$ cat src/rtl/uart_pkg.sv
// ---------------------------------------------------------------------------
// uart_pkg
// Shared definitions for the iCEBreaker UART slice: the transmitter state
// encoding, the frame payload width and the clocks-per-bit helper used to
// size the baud counter.
// ---------------------------------------------------------------------------
package uart_pkg;

    // Transmitter states, in the order the line passes through them
    typedef enum logic [1:0] {
        IDLE,
        START,
        DATA,
        STOP
    } tx_state_e;

    localparam int DATA_BITS = 8;

    // Core cycles spent on each serial bit (truncating division)
    function automatic int clks_per_bit(input int freq, input int baud);
        return freq / baud;
    endfunction

endpackage

$ cat src/rtl/uart_tx.sv
// ---------------------------------------------------------------------------
// uart_tx
// 8N1 UART transmitter: one start bit (0), eight data bits LSB first, one
// stop bit (1). Every level is held for CLKS_PER_BIT core cycles.
//
// Ports:
//   clk      core clock
//   rst      synchronous active-high reset
//   valid_i  one-cycle request; only honoured while idle
//   data_i   byte captured on an accepted request
//   tx_o     registered serial line, idles high
//   busy_o   high while a frame is in flight
// ---------------------------------------------------------------------------
module uart_tx
    import uart_pkg::*;
#(
    parameter int CLKS_PER_BIT = 104
) (
    input  logic                 clk,
    input  logic                 rst,
    input  logic                 valid_i,
    input  logic [DATA_BITS-1:0] data_i,
    output logic                 tx_o,
    output logic                 busy_o
);

    localparam int CNT_W = $clog2(CLKS_PER_BIT);
    localparam int IDX_W = $clog2(DATA_BITS);
    localparam logic [CNT_W-1:0] LAST_CNT = CNT_W'(CLKS_PER_BIT - 1);
    localparam logic [IDX_W-1:0] LAST_IDX = IDX_W'(DATA_BITS - 1);

    tx_state_e            r_state;
    logic [CNT_W-1:0]     r_baudCnt;
    logic [IDX_W-1:0]     r_bitIdx;
    logic [DATA_BITS-1:0] r_shift;
    logic                 r_tx;
    logic                 w_bitDone;

    // The current serial level has been held for a full bit period
    assign w_bitDone = (r_baudCnt == LAST_CNT);

    // Frame sequencer. The line level is registered and always loaded with
    // the level of the state being entered, so the output changes exactly on
    // the bit boundary and never glitches. Requests arriving while a frame
    // is in flight are simply dropped.
    always_ff @(posedge clk) begin
        if (rst) begin
            r_state   <= IDLE;
            r_baudCnt <= '0;
            r_bitIdx  <= '0;
            r_shift   <= '0;
            r_tx      <= 1'b1;
        end else begin
            case (r_state)
                IDLE: begin
                    r_tx <= 1'b1;
                    if (valid_i) begin
                        r_shift   <= data_i;
                        r_bitIdx  <= '0;
                        r_baudCnt <= '0;
                        r_tx      <= 1'b0;
                        r_state   <= START;
                    end
                end
                START: begin
                    if (w_bitDone) begin
                        r_baudCnt <= '0;
                        r_tx      <= r_shift[0];
                        r_state   <= DATA;
                    end else begin
                        r_baudCnt <= r_baudCnt + 1'b1;
                    end
                end
                DATA: begin
                    if (w_bitDone) begin
                        r_baudCnt <= '0;
                        if (r_bitIdx == LAST_IDX) begin
                            r_tx    <= 1'b1;
                            r_state <= STOP;
                        end else begin
                            r_bitIdx <= r_bitIdx + 1'b1;
                            r_shift  <= {1'b0, r_shift[DATA_BITS-1:1]};
                            r_tx     <= r_shift[1];
                        end
                    end else begin
                        r_baudCnt <= r_baudCnt + 1'b1;
                    end
                end
                STOP: begin
                    if (w_bitDone) begin
                        r_baudCnt <= '0;
                        r_state   <= IDLE;
                    end else begin
                        r_baudCnt <= r_baudCnt + 1'b1;
                    end
                end
                default: begin
                    r_state <= IDLE;
                    r_tx    <= 1'b1;
                end
            endcase
        end
    end

    assign tx_o   = r_tx;
    assign busy_o = (r_state != IDLE);

endmodule

$ cat src/rtl/icebreaker_uart_top.sv
// ---------------------------------------------------------------------------
// icebreaker_uart_top
// iCEBreaker top level: a press of BTN1 sends the byte on data_i as one 8N1
// frame on the active-low green LED.
//
// Ports:
//   CLK     12 MHz board clock
//   BTN_N   reset button, active-low
//   BTN1    send button, active-high, asynchronous
//   data_i  byte to send, sampled when the press is accepted
//   LEDG_N  serial line (idle high = LED off)
//
// Build option: define ICE40_PLL_EN to run the core from an SB_PLL40_PAD at
// 50 MHz; otherwise the core runs directly from CLK at 12 MHz.
// ---------------------------------------------------------------------------
module icebreaker_uart_top
    import uart_pkg::*;
#(
`ifdef ICE40_PLL_EN
    parameter int CLK_FREQ_HZ = 50_000_000,
`else
    parameter int CLK_FREQ_HZ = 12_000_000,
`endif
    parameter int BAUD_RATE   = 115200
) (
    input  logic       CLK,
    input  logic       BTN_N,
    input  logic       BTN1,
    input  logic [7:0] data_i,
    output logic       LEDG_N
);

    localparam int CLKS_PER_BIT = clks_per_bit(CLK_FREQ_HZ, BAUD_RATE);

    logic       w_coreClk;
    logic       w_pllLock;
    logic       w_rst;
    logic       w_txBusy;
    logic [1:0] r_rstSync;
    logic [1:0] r_btnSync;
    logic       r_btnPrev;
    logic       r_sendPulse;

`ifdef ICE40_PLL_EN
    // 12 MHz -> 50 MHz: 12 * (DIVF+1) / 2^DIVQ = 12 * 67 / 16
    SB_PLL40_PAD #(
        .FEEDBACK_PATH("SIMPLE"),
        .DIVR(4'b0000),
        .DIVF(7'b1000010),
        .DIVQ(3'b100),
        .FILTER_RANGE(3'b001)
    ) pll (
        .PACKAGEPIN(CLK),
        .PLLOUTCORE(),
        .PLLOUTGLOBAL(w_coreClk),
        .RESETB(1'b1),
        .BYPASS(1'b0),
        .LOCK(w_pllLock)
    );
`else
    assign w_coreClk = CLK;
    assign w_pllLock = 1'b1;
`endif

    // Reset generator: the button (and an unlocked PLL) is pulled through
    // two flops so the core sees a clean synchronous reset that lingers two
    // cycles after the button is released. These flops are never reset.
    always_ff @(posedge w_coreClk) begin
        r_rstSync <= {r_rstSync[0], ~BTN_N | ~w_pllLock};
    end

    assign w_rst = r_rstSync[1];

    // Send button: two-flop synchroniser, then a registered rising-edge
    // detector so exactly one single-cycle pulse results per press, however
    // long the button is held.
    always_ff @(posedge w_coreClk) begin
        if (w_rst) begin
            r_btnSync   <= '0;
            r_btnPrev   <= 1'b0;
            r_sendPulse <= 1'b0;
        end else begin
            r_btnSync   <= {r_btnSync[0], BTN1};
            r_btnPrev   <= r_btnSync[1];
            r_sendPulse <= r_btnSync[1] & ~r_btnPrev;
        end
    end

    uart_tx #(
        .CLKS_PER_BIT(CLKS_PER_BIT)
    ) u_tx (
        .clk    (w_coreClk),
        .rst    (w_rst),
        .valid_i(r_sendPulse & ~w_txBusy),
        .data_i (data_i),
        .tx_o   (LEDG_N),
        .busy_o (w_txBusy)
    );

endmodule

$ cat config.mk
export PLATFORM = sky130hd
export DESIGN_NAME = icebreaker_uart_top
export DESIGN_NICKNAME = d
export VERILOG_FILES = /design/src/rtl/uart_pkg.sv /design/src/rtl/uart_tx.sv /design/src/rtl/icebreaker_uart_top.sv
export SDC_FILE = /design/constraint.sdc
export NUM_CORES = 1
export LEC_CHECK = 0
export BUFFER_PORTS_ARGS = -buffer_cell sky130_fd_sc_hd__buf_2
export CAP_MARGIN = 5
export CELL_PAD_IN_SITES_DETAIL_PLACEMENT = 1
export CELL_PAD_IN_SITES_GLOBAL_PLACEMENT = 2
export CORE_ASPECT_RATIO = 1.75
export CORE_MARGIN = 3
export CORE_UTILIZATION = 35
export CTS_BUF_LIST = sky130_fd_sc_hd__clkbuf_4 sky130_fd_sc_hd__clkbuf_8 sky130_fd_sc_hd__clkbuf_16
export DETAILED_ROUTE_END_ITERATION = 8
export GPL_TIMING_DRIVEN = 1
export PLACE_DENSITY = 0.85
export SYNTH_ARGS = -nofsm -noshare
export SYNTH_HDL_FRONTEND = slang
export SYNTH_SLANG_ARGS = --single-unit
export TNS_END_PERCENT = 5
$ cat constraint.sdc
create_clock -name CLK -period 2.45 [get_ports CLK]
set_clock_uncertainty 0.05 [all_clocks]
set_input_delay 0.245 -clock CLK [delete_from_list [all_inputs] [get_ports CLK]]
set_output_delay 0.245 -clock CLK [all_outputs]
set_load 0.05 [all_outputs]
Word level (Yosys, flattened, before mapping):

Cells that the tools add are included.

* input port bits: 11
* register bits: 27

* muxes and demuxes: 22
* bitwise gates (word level): 5
* reduce and logical (&&, ||, !) cells: 8
* add/subtract/negate cells: 2
* equal/unequal tests: 11

Operators by type and width (number)
* $mux 8: 3
* $pmux 8 s2: 1
* $mux 7: 2
* $pmux 7 s2: 1
* $mux 2: 5
* $ne 2x1->1 const B: 5
* $mux 3: 3
* $pmux 2 s4: 1
* $add 7x1->7 const B: 1
* $eq 7x7->1 const B: 1
* $pmux 3 s2: 1
* $reduce_and 5->1: 1
* $eq 2x2->1 const B: 2
* $mux 1: 4
* $reduce_and 4->1: 1
* $reduce_bool 2->1: 2
* $add 3x1->3 const B: 1
* $eq 3x3->1 const B: 1
* $not 1->1: 3
* $pmux 1 s3: 1
* $reduce_and 3->1: 1
* $reduce_bool 3->1: 1
* $reduce_or 3->1: 1
* $and 1x1->1: 2
* 3 further kinds: 3

Depth between registers and ports, before layout:

Gate-level depths: netlist of run 1.

* word-level depth: 5
* mapped depth: 7
* mapped depth without buffers: 6

Cells and area by module:

Synthesis of run 1 repeated with hierarchy kept, for this count alone.

* cell total of the unflattened synthesis: 153
* area total of the unflattened synthesis: 1380.1 um2

Modules (own cells, without submodules)
* uart_tx: area each 1218.7 um2, seq. area each 420.4 um2, times used 1, cells an instance 141
* icebreaker_uart_top: area each 161.4 um2, seq. area each 120.1 um2, times used 1, cells an instance 12

Least setup slack after synthesis of run 1:

Ideal clock, no wire load.

* kind: register -> register
* start point: reg u_tx.r_state[0]
* end point: reg u_tx.r_state[1]
* arrival: 1828 ps
* setup time: 122 ps
* stages on the path, launching flop included: 8
* setup slack: 450 ps
* clock period less this slack: 2000 ps
* cell sequence: dfxtp_1 -> inv_1 -> ha_1 -> clkbuf_1 -> or3_1 -> o41ai_2 -> mux2_2 -> a221o_1

* longest elaborated chain between the ends: 5
* elaborated cells between the ends (all ways): 14

RTL lines
* start, declared: line uart_tx.sv:32 `tx_state_e r_state;`
* start signal, assigned: line uart_tx.sv:48 `r_state <= IDLE;`
* start signal, assigned: line uart_tx.sv:62 `r_state <= START;`
* start signal, assigned: line uart_tx.sv:69 `r_state <= DATA;`
* $reduce_bool 2->1: line uart_tx.sv:106 `assign busy_o = (r_state != IDLE);`
* $not 1->1: line icebreaker_uart_top.sv:94 `.valid_i(r_sendPulse & ~w_txBusy),`
* $and 1x1->1: line icebreaker_uart_top.sv:94
* $ne 2x1->1 (no line)
* $reduce_and 5->1 (no line)

Parallel ways exist; a longest one is shown, timed or not.
A chain may end at the register's enable or synchronous reset.

Worst setup path in the final report of run 1:

* start point: reg u_tx.r_baudCnt[0]
* end point: reg u_tx.r_state[1]

* longest elaborated chain between the ends: 3
* elaborated cells between the ends (all ways): 5

RTL lines
* start, declared: line uart_tx.sv:33 `logic [CNT_W-1:0] r_baudCnt;`
* start signal, assigned: line uart_tx.sv:71 `r_baudCnt <= r_baudCnt + 1'b1;`
* start signal, assigned: line uart_tx.sv:86 `r_baudCnt <= r_baudCnt + 1'b1;`
* start signal, assigned: line uart_tx.sv:94 `r_baudCnt <= r_baudCnt + 1'b1;`
* $eq 7x7->1 *: line uart_tx.sv:40 `assign w_bitDone = (r_baudCnt == LAST_CNT);`
* $ne 2x1->1 (no line)
* $reduce_and 5->1 (no line) *

Mark *: on every way between the ends. The rest lies on a longest branch, timed or not.

==> results of run 1 <==
==> state kept, by name (all words and copies together), names as in the netlist <==
register	count
r_btnPrev	1
r_btnSync	2
r_rstSync	2
r_sendPulse	1
u_tx.r_baudCnt	7
u_tx.r_bitIdx	3
u_tx.r_shift	8
u_tx.r_state	2
u_tx.tx_o	1
==> layer usage <==
metal / vias up / routed length (um) / part of all wire / global-route usage
met5: - / 0 / 0 / 0
met1: 602 / 1350 / 0.39 / 0.178
met3: 9 / 76 / 0.022 / 0.0217
met4: 0 / 116 / 0.034 / 0.0837
met2: 20 / 1900 / 0.55 / 0.315
li1: 612 / - / - / -
==> cell families (layout without fill, tap and decap cells) <==
group,after synthesis,after routing
buffers and inverters,17,29
DFF,27,27
and+or+nand+nor,67,67
AOI/OAI and AO/OA,37,37
xor gates and xnor gates,2,2
adders and majority gates,8,8
muxes,3,3
==> area by class of cell <==
cell class | instances | area, um^2
Clock buffer | 3 | 41.3
Clock inverter | 1 | 8.76
Fill cell | 463 | 2160
Inverter | 8 | 30.0
Multi-Input combinational cell | 117 | 759
Sequential cell | 27 | 541
Tap cell | 46 | 57.6
Timing Repair Buffer | 17 | 100
==> final timing paths <==
kind | start | endpoint | slack, ps | cells after the start
worst min-delay path | BTN_N | r_rstSync[0]$_DFF_P_ | 50 | 2
worst min register to register | r_rstSync[0]$_DFF_P_ | r_rstSync[1]$_DFF_P_ | 290 | 0
worst max-delay path | u_tx.r_baudCnt[0]$_SDFFE_PP0P_ | u_tx.r_state[1]$_SDFFE_PP0P_ | 390 | 5
worst max register to register | u_tx.r_baudCnt[0]$_SDFFE_PP0P_ | u_tx.r_state[1]$_SDFFE_PP0P_ | 390 | 5
==> through the flow <==
stage | total power [mW] | setup slack (ps) | instance area [um^2]
final | 1.31 | 392 | 1540
after global placement | 1.03 | 496 | 1490
after detailed placement | 1.05 | 443 | 1490
after global routing | 1.41 | 167 | 1540
after CTS | 1.33 | 399 | 1540
after floorplan | 0.894 | 450 | 1380
==> power by group through the flow <==
stage	sequential [mW]	combinational [mW]	clock, mW
2_1_floorplan	0.540	0.354	0
3_3_place_gp	0.530	0.496	0
3_5_place_dp	0.535	0.519	0
4_1_cts	0.525	0.523	0.284
5_1_grt	0.533	0.571	0.305
6_report	0.526	0.513	0.274
==> placed cells by master (no fill, tap or decap), types with 2 or more instances in the layout <==
cell type   n
a221oi_1    2
nand4_1    10
nor2_1      8
nor3_1      2
a32o_1      2
buf_4       6
mux2_2      2
o21ai_0    11
ha_1        8
buf_2      11
nand2_1    13
and3_1      3
clkbuf_8    3
dfxtp_1    27
nand3b_1    4
or3_1       2
nand3_1    12
a31oi_1     9
nor2b_1     6
a21oi_1     6
nand2b_1    4
inv_1       8
==> impl_results.md, run 1 <==
* Status: completed
* Syn. warnings at 0
* Sw frac at 0.382
* # resized after CTS at 0
* Fmax at 486 MHz
* Synth Area in Simple Gates at 0.264
* Placeable Area at 3700 um^2
* Clock sinks at 27
* Final wirelength at 3440 um
* Worst VDD drop at 0.000370 V
* Maximum clock insertion buffer count at 2
* Worst min path class: primary input to register
* Layout Nets at 193
* Mean Syn Cell Area at 8.55 um^2
* #FFs+latches synth at 27
* Share of the synthesized area in the top cell type at 0.393
* Drt initial violations at 26
* Clk network pwr share at 0.209
* Req. time, crit path at 2570 ps
* ANT nets after route at 0
* Number of buffers inserted by port buffering at 11
* Die span in x at 53.4 um
* Fin Setup TNS at 0 ps
* Final worst-path cycle share at 0.840
* Post-synth top cells: dfxtp_1, nand2_1, nand3_1, o21ai_0, nand4_1
* Gr usage total at 0.169
* RSZ-0062 raised after global routing: no
* Initial Util at 0.372
* Layout Cells excl Fill at 219
* Share of cells above drive strength 1 at 0.150
* Largest stage delay on the critical path at 430 ps
* Largest net degree at the start of global routing at 24
* Worst-path clk slew at 110 ps
* Main flop type after synthesis: dfxtp_1
* # DRC at 0
* CTS hold repair buffers at 0
* Cells after synthesis at 161
* Number of flops mapped to enable cells by yosys at 0
* Synth area leader: dfxtp_1
* Area Growth Syn to Fin at 11.7%
* Final Max Slew Viols at 0
* Final Core Density at 0.415
* DPL Wire Length at 2630 um
* Startpoint Class: register
* Final Hold Fails at 0
* P per Cell Area at 853 nW/um^2
* IO Count at 12
* Compound-Gate Fraction of Synth Area at 0.179
* Congestion Overflow GR at 0
* Mapped Area at 1380 um^2
* Synth Area in Adders at 0.0727
* Sw Pwr at 0.501 mW
* Syn Nets at 180
* Die ar. at 4750 um^2
* Critical path arrival at 2180 ps
* CTS tree: built
* Final Critical Period at 2060 ps
* Int Pwr at 0.811 mW
* Seq/Total Area, Yosys at 0.393
* WS Path Type: register to register
* Most frequent cell after synthesis: dfxtp_1
* Sequential power share at 0.400
* Final setup vio count at 0
* Largest family of logic cells by synthesized area: simple AND/OR/NAND/NOR gates
* Top cells by area, synth: dfxtp_1, ha_1, nand4_1, nand3_1, a31oi_1
* Routed length per instance at 15.7 um
* Leakage at 0.579 nW
* CTS root buffer: clkbuf_8
* Actual slew at the worst max-slew pin at 501 ps
* Vias in the first global route at 1319
* Min Hold Slack at 45.6 ps
* Library cells used by synthesis at 36
* Vias per cell at 5.68
* Crit-path max FO at 5
* CTS Buf Count at 3
* Critical-path cell list: ha_1, nand3_1, o41ai_2, mux2_2, a221o_1
* CP Capture Type: register
* First-pass GRT wire length at 6010 um
* Logic pwr share at 0.391
* Delay-heaviest family, CP: compound AO/OA/AOI/OAI gates
* Maxcap violations at 0
* XOR/XNOR Fraction of Synth Area at 0.0127
* Multiplexer share of the synthesized area at 0.0236
* Antenna violations before repair at 0
* Setup bufs post-CTS at 0
* Worst Path Buf+Inv at 0
* H-tree depth at 1
* Pre-antenna DRT Iters at 4
* RePlAce Congestion at 0.890
* Routed vias at 1243
* Number of instances in the placed design at 215
* Synth async-reset ratio at 0
* Antenna cells at 0
* Chip Height at 89.0 um
* Worst slew margin at 0.665
* Skew-Pair Late Insertion Delay at 280 ps
* Core Rows at 29
* CP max-delay cell: o41ai_2
Power figures use the tool's default switching activity.
==> run 2, diff against run 1 <==
--- a/config.mk
+++ b/config.mk
@@ -11,11 +11,11 @@
 export CELL_PAD_IN_SITES_GLOBAL_PLACEMENT = 2
 export CORE_ASPECT_RATIO = 1.75
 export CORE_MARGIN = 3
-export CORE_UTILIZATION = 35
+export CORE_UTILIZATION = 32
 export CTS_BUF_LIST = sky130_fd_sc_hd__clkbuf_4 sky130_fd_sc_hd__clkbuf_8 sky130_fd_sc_hd__clkbuf_16
 export DETAILED_ROUTE_END_ITERATION = 8
 export GPL_TIMING_DRIVEN = 1
-export PLACE_DENSITY = 0.85
+export PLACE_DENSITY = 0.82
 export SYNTH_ARGS = -nofsm -noshare
 export SYNTH_HDL_FRONTEND = slang
 export SYNTH_SLANG_ARGS = --single-unit
==> constraint.sdc (replaced) <==
create_clock -name CLK -period 1.8 [get_ports CLK]
set_clock_uncertainty 0.05 [all_clocks]
set_input_delay 0.18 -clock CLK [delete_from_list [all_inputs] [get_ports CLK]]
set_output_delay 0.18 -clock CLK [all_outputs]
set_load 0.05 [all_outputs]
==> impl_results.md, run 2 (synthesized netlist as in run 1, its figures left out) <==
* Final Max Slew Viols at 0 (unchanged)
* Area Growth Syn to Fin at 34.4%
* Final setup vio count at 0 (unchanged)
* ANT nets after route at 0 (unchanged)
* Routed vias at 1331 (+7.1%)
* Placeable Area at 4020 um^2 (+8.5%)
* Share of cells above drive strength 1 at 0.337 (+0.186)
* H-tree depth at 1 (unchanged)
* Vias in the first global route at 1343 (+1.8%)
* Worst-path clk slew at 100 ps (about the same)
* Largest regs: u_tx.r_shift x8, u_tx.r_baudCnt x7, u_tx.r_bitIdx x3
* Dpl cell area at 1610 um^2 (+8.0%)
* Critical path arrival at 1920 ps (-260 ps)
* Worst VDD drop at 0.000562 V (+52%)
* Antenna violations before repair at 0 (unchanged)
* Register with the most flip-flops: u_tx.r_shift
* Pre-antenna DRT Iters at 4 (unchanged)
* First-pass GRT wire length at 6210 um (+3.3%)
* P per Cell Area at 1150 nW/um^2 (+35%)
* DPL Wire Length at 2770 um (+5.5%)
* Cell area after layout at 1850 um^2 (+20%)
* # DRC at 0 (unchanged)
* Total Power at 2.13 mW (+62%)
* Actual slew at the worst max-slew pin at 326 ps (-175 ps)
* IO Count at 12 (unchanged)
* CTS Buf Count at 3 (unchanged)
* Maximum clock insertion buffer count at 2 (unchanged)
* Maxcap violations at 0 (unchanged)
* Clock sinks at 27 (unchanged)
* Final Critical Period at 1800 ps (-259 ps)
* Final Core Density at 0.460 (+0.0450)
* Min Hold Slack at 54.9 ps (+9.32 ps)
* Drt initial violations at 28 (+7.7%)
* CTS root buffer: clkbuf_8
* CTS tree: built
* Most frequent cells in the layout: dfxtp_1, buf_4, nand2_1, buf_2, nand3_1
* Layout Nets at 213 (+10%)
* Fmax at 556 MHz (+14%)
* Congestion Overflow GR at 0 (unchanged)
* Core Rows at 30 (+3.4%)
* Post-Place Setup Slack at -146 ps (-589 ps)
* WS Path Type: register to register
* # fillers at 469 (+1.3%)
* Largest net degree at the start of global routing at 23 (-4.2%)
* RePlAce Congestion at 0.815 (-8.4%)
* Chip Height at 92.8 um (+4.3%)
* Leakage at 0.693 nW (+20%)
* Worst min path class: primary input to register
* Min-delay src: BTN1
* Number of buffers inserted by port buffering at 11 (unchanged)
* Antenna cells at 0 (unchanged)
* Skew-Pair Late Insertion Delay at 280 ps (about the same)
* Max FFs per register at 8 (unchanged)
* Gr usage total at 0.152 (-0.0175)
* Initial Util at 0.343 (-0.0292)
* Worst setup path startpoint: u_tx.r_state[0]$_SDFFE_PP0P_
* Die ar. at 5150 um^2 (+8.5%)
* Final worst-path cycle share at 1.00 (+0.160)
* Vias per cell at 5.52 (-2.7%)
* Final WS setup at 0.592 ps (-391 ps)
* Startpoint Class: register
* Commonest non-fill, non-tap cell in the layout: dfxtp_1
* Grt peak-use layer: met2
* Met2 global-route usage at 0.303 (-0.0117)
* Worst slew margin at 0.777 (+0.112)
* CP Capture Type: register
* Reg-to-Reg Start: u_tx.r_state[0]$_SDFFE_PP0P_
* Routed length per instance at 16.1 um (+2.7%)
* Die span in x at 55.6 um (+4.1%)
* M1 GR Usage at 0.151 (-0.0274)
* Met3 Resource Use GR at 0.0167 (-0.00497)
* Final Hold Fails at 0 (unchanged)
* Req. time, crit path at 1920 ps (-650 ps)
* RSZ-0062 raised after global routing: yes
* Crit-path max FO at 4 (-1)
* Final wirelength at 3890 um (+13%)
* Status: completed
## run 2: cell types whose count changed in the layout (fill, tap and decap cells not counted), moves of 3 or more
cell,before,now
buf_4,6,20
ha_4,0,4
ha_1,8,3
dfxtp_1,27,23
buf_6,0,3
dfxtp_2,0,3
## run 2: per-stage QoR
step,cells,setup TNS [ps]
after CTS,238,-32.1
after floorplan,161,-55.6
after detailed placement,232,-909
final,241,0
after global routing,241,-74.2
after global placement,232,-21.1
## run 2: cell type report
class / count / area (um^2) / share of cell area
clock buffer: 3 / 41.3 / 0.0223
clock inverter: 1 / 7.51 / 0.00406
inverter: 8 / 32.5 / 0.0176
multi-input combinational: 117 / 891 / 0.482
sequential: 27 / 548 / 0.296
tap: 48 / 60.1 / 0.0325
timing repair buffer: 37 / 269 / 0.145
## run 2: worst paths after layout
kind	end	slack, ps	depth (start not counted)
setup / recovery	u_tx.r_state[1]$_SDFFE_PP0P_	0.6	6
hold / removal	r_btnSync[0]$_SDFF_PP0_	50	2
setup reg to reg	u_tx.r_state[1]$_SDFFE_PP0P_	0.6	6
hold reg to reg	r_rstSync[1]$_DFF_P_	290	0
## run 2: worst max-delay path: stages (launching register included)
cell and delay [ps]:
dfxtp_4 400, inv_4 70, ha_4 180, or3_4 340, o41ai_4 70, mux2_4 330
a221o_1 250
## run 2: power breakdown
| group | switching (mW) | internal (mW) | leakage, nW |
|---|---|---|---|
| combinational | 0.549 | 0.488 | 0.450 |
| clock | 0.204 | 0.157 | 0.0217 |
| sequential | 0.0582 | 0.673 | 0.222 |
## run 2: timing repair
action	4_1_cts	5_1_grt
setup buffers	1	2
hold buffers	1	0
gates resized for setup	14	22
gates cloned	0	1
setup endpoints to repair	11	12
pin swaps	2	5
endpoints found under the hold margin	1	0
## run 2: layer usage
metal	up-vias	routed length, um
met5	-	0
met4	0	95
met3	6	70
met2	20	2230
met1	653	1490
li1	652	-
